--- src/rtl/pipe_ctrl_if.sv ---
// -----------------------------------------------------------------------------
// pipe_ctrl_if
// Purpose : bundles the request/control signals exchanged between the core
//           datapath and the pipeline sequencing controller (pipe_ctrl).
// Signals :
//   stallreq_id  datapath -> ctrl  ID load-use hazard request (level)
//   mc_start     datapath -> ctrl  EX starts a multi-cycle op this cycle
//   mc_len       datapath -> ctrl  total EX cycles of that op (CNT_W bits)
//   flush_req    datapath -> ctrl  redirect/flush request (level)
//   flush_pc_i   datapath -> ctrl  redirect target, valid with flush_req
//   stall        ctrl -> datapath  per-stage hold [0]pc..[5]wb
//   flush        ctrl -> datapath  clear all pipeline registers
//   new_pc       ctrl -> datapath  redirect target (0 when no flush)
//   mc_busy      ctrl -> datapath  multi-cycle op in progress
//   mc_done      ctrl -> datapath  one-cycle pulse, EX result valid
//   stall_cnt    ctrl -> datapath  stall-cycle statistic
// Modports: master = datapath side, slave = pipe_ctrl side.
// -----------------------------------------------------------------------------
interface pipe_ctrl_if #(
  parameter int CNT_W  = 6,
  parameter int ADDR_W = 32
);
  logic              stallreq_id;
  logic              mc_start;
  logic [CNT_W-1:0]  mc_len;
  logic              flush_req;
  logic [ADDR_W-1:0] flush_pc_i;
  logic [5:0]        stall;
  logic              flush;
  logic [ADDR_W-1:0] new_pc;
  logic              mc_busy;
  logic              mc_done;
  logic [31:0]       stall_cnt;

  modport master (
    output stallreq_id, mc_start, mc_len, flush_req, flush_pc_i,
    input  stall, flush, new_pc, mc_busy, mc_done, stall_cnt
  );

  modport slave (
    input  stallreq_id, mc_start, mc_len, flush_req, flush_pc_i,
    output stall, flush, new_pc, mc_busy, mc_done, stall_cnt
  );
endinterface

--- src/rtl/pipe_ctrl.sv ---
// -----------------------------------------------------------------------------
// pipe_ctrl
// Purpose : pipeline sequencing controller for the 5-stage core. Merges ID
//           load-use stalls, EX multi-cycle operations and flush requests into
//           one per-stage stall vector, a flush strobe and a redirect PC, and
//           owns the EX multi-cycle countdown FSM.
// Ports   :
//   clk   in  core clock, rising edge
//   rst   in  asynchronous reset, active-low
//   bus   pipe_ctrl_if.slave (requests in, stall/flush/new_pc/mc_busy/
//         mc_done/stall_cnt out)
// Priority: flush_req > EX multi-cycle > stallreq_id.
// Outputs are combinational from state, counter and inputs, and are forced to
// zero while rst is low.
// Optional feature: define PIPE_CTRL_STATS_EN to build the saturating
// stall-cycle counter; otherwise stall_cnt is tied to zero.
// -----------------------------------------------------------------------------
module pipe_ctrl #(
  parameter int CNT_W  = 6,
  parameter int ADDR_W = 32
) (
  input  logic       clk,
  input  logic       rst,
  pipe_ctrl_if.slave bus
);

  typedef enum logic [0:0] {
    IDLE   = 1'b0,
    MC_RUN = 1'b1
  } state_t;

  localparam logic [5:0] STALL_NONE = 6'b000000;
  localparam logic [5:0] STALL_ID   = 6'b000111;
  localparam logic [5:0] STALL_EX   = 6'b001111;

  localparam logic [CNT_W-1:0] CNT_ZERO = {CNT_W{1'b0}};
  localparam logic [CNT_W-1:0] CNT_ONE  = {{(CNT_W-1){1'b0}}, 1'b1};
  localparam logic [CNT_W-1:0] CNT_TWO  = CNT_W'(2'd2);

  state_t            state_r;
  state_t            state_nxt_s;
  logic [CNT_W-1:0]  cnt_r;
  logic [CNT_W-1:0]  cnt_nxt_s;

  logic [5:0]        stall_s;
  logic              flush_s;
  logic [ADDR_W-1:0] new_pc_s;
  logic              mc_busy_s;
  logic              mc_done_s;
  logic [5:0]        stall_out_s;

  // State and countdown register.
  always_ff @(posedge clk or negedge rst) begin
    if (!rst) begin
      state_r <= IDLE;
      cnt_r   <= CNT_ZERO;
    end else begin
      state_r <= state_nxt_s;
      cnt_r   <= cnt_nxt_s;
    end
  end

  // Next-state and raw (pre-reset-gating) output decode.
  always_comb begin
    state_nxt_s = state_r;
    cnt_nxt_s   = cnt_r;
    stall_s     = STALL_NONE;
    flush_s     = 1'b0;
    new_pc_s    = {ADDR_W{1'b0}};
    mc_busy_s   = 1'b0;
    mc_done_s   = 1'b0;

    case (state_r)
      IDLE: begin
        if (bus.flush_req) begin
          flush_s   = 1'b1;
          new_pc_s  = bus.flush_pc_i;
          cnt_nxt_s = CNT_ZERO;
        end else if (bus.mc_start) begin
          mc_busy_s = 1'b1;
          if (bus.mc_len >= CNT_TWO) begin
            // Start cycle is the first of N-1 stalled cycles.
            stall_s     = STALL_EX;
            cnt_nxt_s   = bus.mc_len - CNT_ONE;
            state_nxt_s = MC_RUN;
          end else begin
            // Length 0/1 completes in the start cycle itself.
            mc_done_s = 1'b1;
            stall_s   = bus.stallreq_id ? STALL_ID : STALL_NONE;
          end
        end else if (bus.stallreq_id) begin
          stall_s = STALL_ID;
        end else begin
          stall_s = STALL_NONE;
        end
      end

      MC_RUN: begin
        if (bus.flush_req) begin
          // Abort the op: no completion pulse, counter cleared.
          flush_s     = 1'b1;
          new_pc_s    = bus.flush_pc_i;
          cnt_nxt_s   = CNT_ZERO;
          state_nxt_s = IDLE;
        end else if (cnt_r > CNT_ONE) begin
          stall_s   = STALL_EX;
          mc_busy_s = 1'b1;
          cnt_nxt_s = cnt_r - CNT_ONE;
        end else if (cnt_r == CNT_ONE) begin
          mc_done_s   = 1'b1;
          mc_busy_s   = 1'b1;
          stall_s     = bus.stallreq_id ? STALL_ID : STALL_NONE;
          cnt_nxt_s   = CNT_ZERO;
          state_nxt_s = IDLE;
        end else begin
          // cnt==0 cannot occur in MC_RUN; recover to IDLE quietly.
          cnt_nxt_s   = CNT_ZERO;
          state_nxt_s = IDLE;
        end
      end

      default: begin
        cnt_nxt_s   = CNT_ZERO;
        state_nxt_s = IDLE;
      end
    endcase
  end

  // While reset is held every output is forced low regardless of inputs.
  assign stall_out_s = rst ? stall_s : STALL_NONE;
  assign bus.stall   = stall_out_s;
  assign bus.flush   = rst ? flush_s : 1'b0;
  assign bus.new_pc  = rst ? new_pc_s : {ADDR_W{1'b0}};
  assign bus.mc_busy = rst ? mc_busy_s : 1'b0;
  assign bus.mc_done = rst ? mc_done_s : 1'b0;

`ifdef PIPE_CTRL_STATS_EN
  logic [31:0] stall_cnt_r;

  // Saturating count of cycles with any stage held; flush does not clear it.
  always_ff @(posedge clk or negedge rst) begin
    if (!rst) begin
      stall_cnt_r <= 32'h0000_0000;
    end else if ((stall_out_s != STALL_NONE) && (stall_cnt_r != 32'hFFFF_FFFF)) begin
      stall_cnt_r <= stall_cnt_r + 32'h0000_0001;
    end else begin
      stall_cnt_r <= stall_cnt_r;
    end
  end

  assign bus.stall_cnt = stall_cnt_r;
`else
  assign bus.stall_cnt = 32'h0000_0000;
`endif

endmodule
--- src/flat_wrapper.sv ---
// flat-port wrapper written by rule: the top's interface ports become plain ports
module pipe_ctrl_flat 
#(
  parameter int CNT_W  = 6,
  parameter int ADDR_W = 32
)
  (clk, rst, bus_stallreq_id, bus_mc_start, bus_mc_len, bus_flush_req, bus_flush_pc_i, bus_stall, bus_flush, bus_new_pc, bus_mc_busy, bus_mc_done, bus_stall_cnt);
  pipe_ctrl_if #(.CNT_W(CNT_W), .ADDR_W(ADDR_W)) bus_i ();
  input  logic clk;
  input  logic rst;
  input wire logic [$bits(bus_i.stallreq_id)-1:0] bus_stallreq_id;
  input wire logic [$bits(bus_i.mc_start)-1:0] bus_mc_start;
  input wire logic [$bits(bus_i.mc_len)-1:0] bus_mc_len;
  input wire logic [$bits(bus_i.flush_req)-1:0] bus_flush_req;
  input wire logic [$bits(bus_i.flush_pc_i)-1:0] bus_flush_pc_i;
  output wire logic [$bits(bus_i.stall)-1:0] bus_stall;
  output wire logic [$bits(bus_i.flush)-1:0] bus_flush;
  output wire logic [$bits(bus_i.new_pc)-1:0] bus_new_pc;
  output wire logic [$bits(bus_i.mc_busy)-1:0] bus_mc_busy;
  output wire logic [$bits(bus_i.mc_done)-1:0] bus_mc_done;
  output wire logic [$bits(bus_i.stall_cnt)-1:0] bus_stall_cnt;
  assign bus_i.stallreq_id = bus_stallreq_id;
  assign bus_i.mc_start = bus_mc_start;
  assign bus_i.mc_len = bus_mc_len;
  assign bus_i.flush_req = bus_flush_req;
  assign bus_i.flush_pc_i = bus_flush_pc_i;
  assign bus_stall = bus_i.stall;
  assign bus_flush = bus_i.flush;
  assign bus_new_pc = bus_i.new_pc;
  assign bus_mc_busy = bus_i.mc_busy;
  assign bus_mc_done = bus_i.mc_done;
  assign bus_stall_cnt = bus_i.stall_cnt;
  pipe_ctrl #(.CNT_W(CNT_W), .ADDR_W(ADDR_W)) u_core (.clk(clk), .rst(rst), .bus(bus_i));
endmodule
--- config.mk ---
export PLATFORM = sky130hd
export DESIGN_NAME = pipe_ctrl_flat
export DESIGN_NICKNAME = d
export VERILOG_FILES = /design/src/rtl/pipe_ctrl_if.sv /design/src/rtl/pipe_ctrl.sv /design/src/flat_wrapper.sv
export SDC_FILE = /design/constraint.sdc
export NUM_CORES = 1
export LEC_CHECK = 0
export BUFFER_PORTS_ARGS = -buffer_cell sky130_fd_sc_hd__buf_2
export CORE_ASPECT_RATIO = 0.7
export CORE_UTILIZATION = 36
export CTS_CLUSTER_DIAMETER = 150
export DETAILED_ROUTE_END_ITERATION = 8
export GPL_TIMING_DRIVEN = 1
export PLACE_DENSITY = 0.81
export SYNTH_ARGS = -nofsm -noshare
export SYNTH_HDL_FRONTEND = slang
export SYNTH_SLANG_ARGS = --single-unit
export TNS_END_PERCENT = 30
--- constraint.sdc ---
create_clock -name clk -period 1.8 [get_ports clk]
set_input_delay 0.27 -clock clk [delete_from_list [all_inputs] [get_ports clk]]
set_output_delay 0.27 -clock clk [all_outputs]
set_load 0.03 [all_outputs]
* Word level (Yosys, flattened, before mapping)
Cells that the tools add are included.
W data, S select, Z words.
** Storage, ports and cells
- Bits of input ports :: 43
- Register bits after elaboration :: 7
** Operators by class
- Muxes and demuxes :: 39
- Bitwise operators :: 1
- Order comparisons :: 2
- Reductions and logical operators :: 1
- Add/sub/neg operators :: 2
- Eq/ne operators :: 3
** Operators with widths (count)
- $mux W6 :: 12
- $mux W32 :: 2
- $pmux W6 S2 :: 2
- $mux W1 :: 19
- $sub A6 B1 Y6 const B :: 2
- $eq A6 B1 Y1 const B :: 1
- $ge A6 B2 Y1 const B :: 1
- $gt A6 B1 Y1 const B :: 1
- $pmux W1 S2 :: 3
- $mux W3 :: 1
- $ne A3 B2 Y1 const B :: 1
- $ne A3 B3 Y1 const B :: 1
- $reduce_and A2 Y1 :: 1
- $not A1 Y1 :: 1

* Longest topological paths before layout
- Depth in word-level cells :: 6
- Mapped depth :: 7
- Depth with buffers taken out :: 6

* Worst setup path after synthesis
OpenSTA, ideal clock, no wires.
- Kind :: reg2out
- Start :: register u_core.cnt_r[0]
- End :: output port bus_stall[3]
- Buffers on the path :: 0
- Stages on the path, launching flop included :: 5
- Arrival time :: 2.536 ns
- Data required time :: 1.530 ns
- Slack :: -1.006 ns
- Path through :: dfrtp_1 > ha_1 > nor2_1 > nor2_1 > a2111oi_0
** On the way
- Longest elaborated chain between the ends :: 5
** Ends and longest elaborated chain
- start: declaration :: line pipe_ctrl.sv:42 : logic [CNT_W-1:0] cnt_r;
- start signal: assignment :: line pipe_ctrl.sv:59 : cnt_r <= cnt_nxt_s;
- $gt A6 B1 Y1 :: line pipe_ctrl.sv:105 : end else if (cnt_r > CNT_ONE) begin
- $mux W6 :: line pipe_ctrl.sv:105
- $mux W6 :: line pipe_ctrl.sv:99 : if (bus.flush_req) begin
- $pmux W6 S2 :: line pipe_ctrl.sv:73 : case (state_r)
- $mux W6 :: line pipe_ctrl.sv:130 : assign stall_out_s = rst ? stall_s : STALL_NONE;
- end: declaration :: line flat_wrapper.sv:16 : output wire logic [$bits(bus_i.stall)-1:0] bus_stall;
No other way between the ends.

* Worst setup path in the final report
- Start :: register u_core.cnt_r[1]
- End :: output port bus_stall[0]
** On the way
- Longest elaborated chain between the ends :: 6
- Elaborated cells between the ends (all ways) :: 7
** Ends and longest elaborated chain (line)
- branches (longest 2 deep; another with $gt A6 B1 Y1)
- $mux W6 (*) :: pipe_ctrl.sv:105
- $mux W6 (*) :: pipe_ctrl.sv:99
- $pmux W6 S2 (*) :: pipe_ctrl.sv:73
- $mux W6 (*) :: pipe_ctrl.sv:130
Mark *: on every way between the ends.

==> run_results.csv <==
group,metric,value,unit
critical_path,slowest_delay,0.38,ns
critical_path,r2r-end,"u_core.cnt_r[3]",
place,io_buffers,81,
power_and_ir_drop,clockPowerShare,19.2,%
synthesis,synth_top_area_share,23.13,%
die,rows,16,
drt,drtPass1Iterations,4,
critical_path,worst-path-max-fanout,3,
clock_network,cts_sinks,7,
place,dp_cells,280,
final_layout,fin_nets,300,
power_and_ir_drop,powerDensity,663.6,nW/µm²
run_status,violations,"setup timing",
synthesis,avgSynthCellArea,7.638,µm²
final_layout,stdcell_count,288,
die,die_y,49.67,µm
synthesis,synth_seq_cells,7,
critical_path,setup.worst_path.start_class,"flip-flop",
clock_network,clock_latency,0.23,ns
place,pre_cts_ws,-0.1101,ns
critical_path,cpMostUsedCell,"buf_6",
final_layout,fin_util,62.03,%
clock_network,clockBufferDepth,2,
synthesis,syn-cell-area,1169,µm²
run_status,outcome,"finished, violations left",
grt,track_usage,18.32,%
final_layout,drive_gt1_share,51.19,%
timing,slew_violations,0,
die,die_area,3482,µm²
critical_path,cp.arrival,1.69,ns
critical_path,reg2regPathDepth,6,
clock_network,clk_pin_slew_worst_paths,0.04,ns
timing,period_share,109.0,%
power_and_ir_drop,irDropWorstVdd,248.3,µV
grt,grt_overflow,0,
synthesis,yosys.area.top_type,"buf_4",
critical_path,required,1.53,ns
critical_path,r2r-start,"u_core.cnt_r[5]",
job,drv_cap,0,
timing,timing.final.ws_setup,-0.1613,ns
clock_network,cts_root_buf,"clkbuf_8",
power_and_ir_drop,p_sw,0.5437,mW
synthesis,synth_warnings,0,
place,dp_hpwl,2.826,mm
critical_path,end_kind,"output port",
power_and_ir_drop,p_int,0.6677,mW
critical_path,critPathSlowestCell,"dfrtp_1",
synthesis,synth_cell_types,43,
die,top_level_ports,116,
timing,finalHoldViolations,0,
timing,post-route-min-period,1.961,ns
grt,antenna_found_initial,0,
power_and_ir_drop,p_sw_share,44.88,%
power_and_ir_drop,power.leakage,1.086,nW
drt,drc,0,
clock_network,cts_max_level,1,
final_layout,syn2layout_area_growth,56.21,%
die,coreArea,2943,µm²
synthesis,seq_area_frac_synth,14.99,%
critical_path,path_cells,"inv_2, ha_4, buf_6, mux2i_4, a311oi_4, buf_6",
drt,ant_nets,0,
synthesis,synthTopCellsByArea,"buf_4 23%, and3_1 17%, dfrtp_1 15%",
grt,grt_max_degree,29,
drt,first_iter_violations,56,
clock_network,cts-buffers-inserted,3,
power_and_ir_drop,power_frac_comb,63.2,%
die,die_width,70.10,µm
timing,final.setup_skew,0.001516,ns
critical_path,reg2reg_slack,-0.09,ns
worst_hold_path,min_path_type,"in2async",
grt,grt_pass1_wl,5.119,mm
timing,hold-worst-slack,0.1657,ns
place,globalplace.congestion,0.8591,
timing,grt_setup_unrepaired,"yes",
drt,wl_per_cell,12.25,µm
die,start_util,39.71,%
grt,grt_pass1_vias,1107,
clock_network,cts-hold-fix-buffers,0,
drt,viasPerCell,4.642,
final_layout,design_area,1826,µm²
critical_path,critPathKind,"reg2out",
timing,setup_viol,11,
drt,vias,1337,
power_and_ir_drop,p_seq_share,17.6,%
clock_network,cts_tree,"done",
timing,fmax,509.9,MHz
synthesis,syn_inst,153,
place,placed_cell_area,1643,µm²
final_layout,antenna_cells,0,
drt,wirelength,3.528,mm
[stage by stage]
step                      setup TNS (ns)  power (mW)
after floorplan                 -0.07055      0.6807
after global placement           -0.1636      0.8350
after detailed placement         -0.3289      0.8431
after CTS                        -0.5831       1.145
after global routing              -1.242       1.270
final                            -0.9154       1.211
[worst max-delay path, delay by kind of cell, from the launching register on]
| kind | cells | cell delay, ns |
|---|---|---|
| adder cells (fa/ha/maj) | 1 | 0.17 |
| buffers and inverters | 3 | 0.38 |
| flip-flops | 1 | 0.38 |
| multiplexers | 1 | 0.18 |
| AO/OA/AOI/OAI | 1 | 0.34 |
[synthesized netlist by cell type]
master	instances
buf_4	36
and3_1	32
clkbuf_1	7
dfrtp_1	7
inv_1	7
nor2_1	7
nor3_1	5
ha_1	4
o22ai_1	4
a22o_1	3
nand3_1	3
xnor2_1	3
nand2b_1	2
o21a_1	2
o221ai_1	2
or3_1	2
a2111oi_0	1
a211oi_1	1
a21boi_0	1
a21boi_1	1
a21oi_1	1
a311oi_1	1
a31oi_2	1
and2_1	1
and4b_1	1
buf_1	1
buf_2	1
conb_1	1
mux2i_1	1
nand3b_1	1
nand4b_1	1
nor2b_1	1
nor3b_1	1
nor4_2	1
o2111ai_1	1
o211ai_1	1
o21ai_0	1
o21ai_1	1
o21ai_4	1
o2bb2ai_1	1
or2_2	1
or3_4	1
or4_4	1
[what timing repair did]
action,CTS,global route
endpoints found under the setup margin,7,12
pin swaps,7,3
gates resized for setup,14,16
setup buffers,4,0
[power by group through the flow]
stage	sequential, mW	combinational, mW	clock [mW]
2_1_floorplan	0.206	0.475	0
3_3_place_gp	0.210	0.625	0
3_5_place_dp	0.212	0.631	0
4_1_cts	0.209	0.706	0.230
5_1_grt	0.217	0.809	0.244
6_report	0.213	0.765	0.233
[worst max-delay path by stage]
stage	to	slack [ns]	startpoint
floorplan	bus_stall[3]	-0.03	u_core.cnt_r[0]
global placement	bus_stall[1]	-0.05	bus_mc_len[0]
detailed placement	bus_stall[0]	-0.11	bus_mc_len[0]
CTS	bus_stall[3]	-0.11	u_core.cnt_r[0]
global route	bus_stall[0]	-0.19	u_core.cnt_r[0]
finish	bus_stall[0]	-0.16	u_core.cnt_r[1]
[sequential cells by signal, indices dropped and copies added, names as in the netlist]
register        count
u_core.state_r      1
u_core.cnt_r        6
[final cells by class]
type	instances	area [µm²]
fillers	261	1117
multi-input cells	127	892.1
repair buffers	107	641.9
flip-flops and latches	7	175.2
clock buffers	4	45.04
well taps	36	45.04
inverters	7	26.28
[cells by family (layout without fill, tap and decap cells)]
group,count (synthesis),count (layout),synth area share (%)
simple gates,61,61,32.44
other cells,1,34,0.3209
buf+inv,52,118,28.37
xor+xnor,3,3,2.249
fa+ha+maj,4,4,4.283
flops,7,7,14.99
mux,1,1,0.8566
compound gates,24,24,16.49
[layout by cell type, fill, tap and decap left out, types with 3 or more instances in the layout]
cell,instances
inv_1,5
a22o_1,3
dfrtp_1,7
buf_4,25
clkbuf_8,3
nand3_1,3
nor2_1,4
buf_2,75
conb_1,34
buf_6,7
nor3_1,4
and3_1,32
o22ai_1,3
xnor2_1,3
[metal layers]
| layer | track usage (%) | wire length, µm |
|---|---|---|
| met2 | 27.72 | 1644 |
| met1 | 26.55 | 1643 |
| met5 | 0 | 0 |
| met3 | 3.681 | 219 |
| met4 | 4.333 | 21 |
Note: power is estimated with default switching activity, not from simulation.
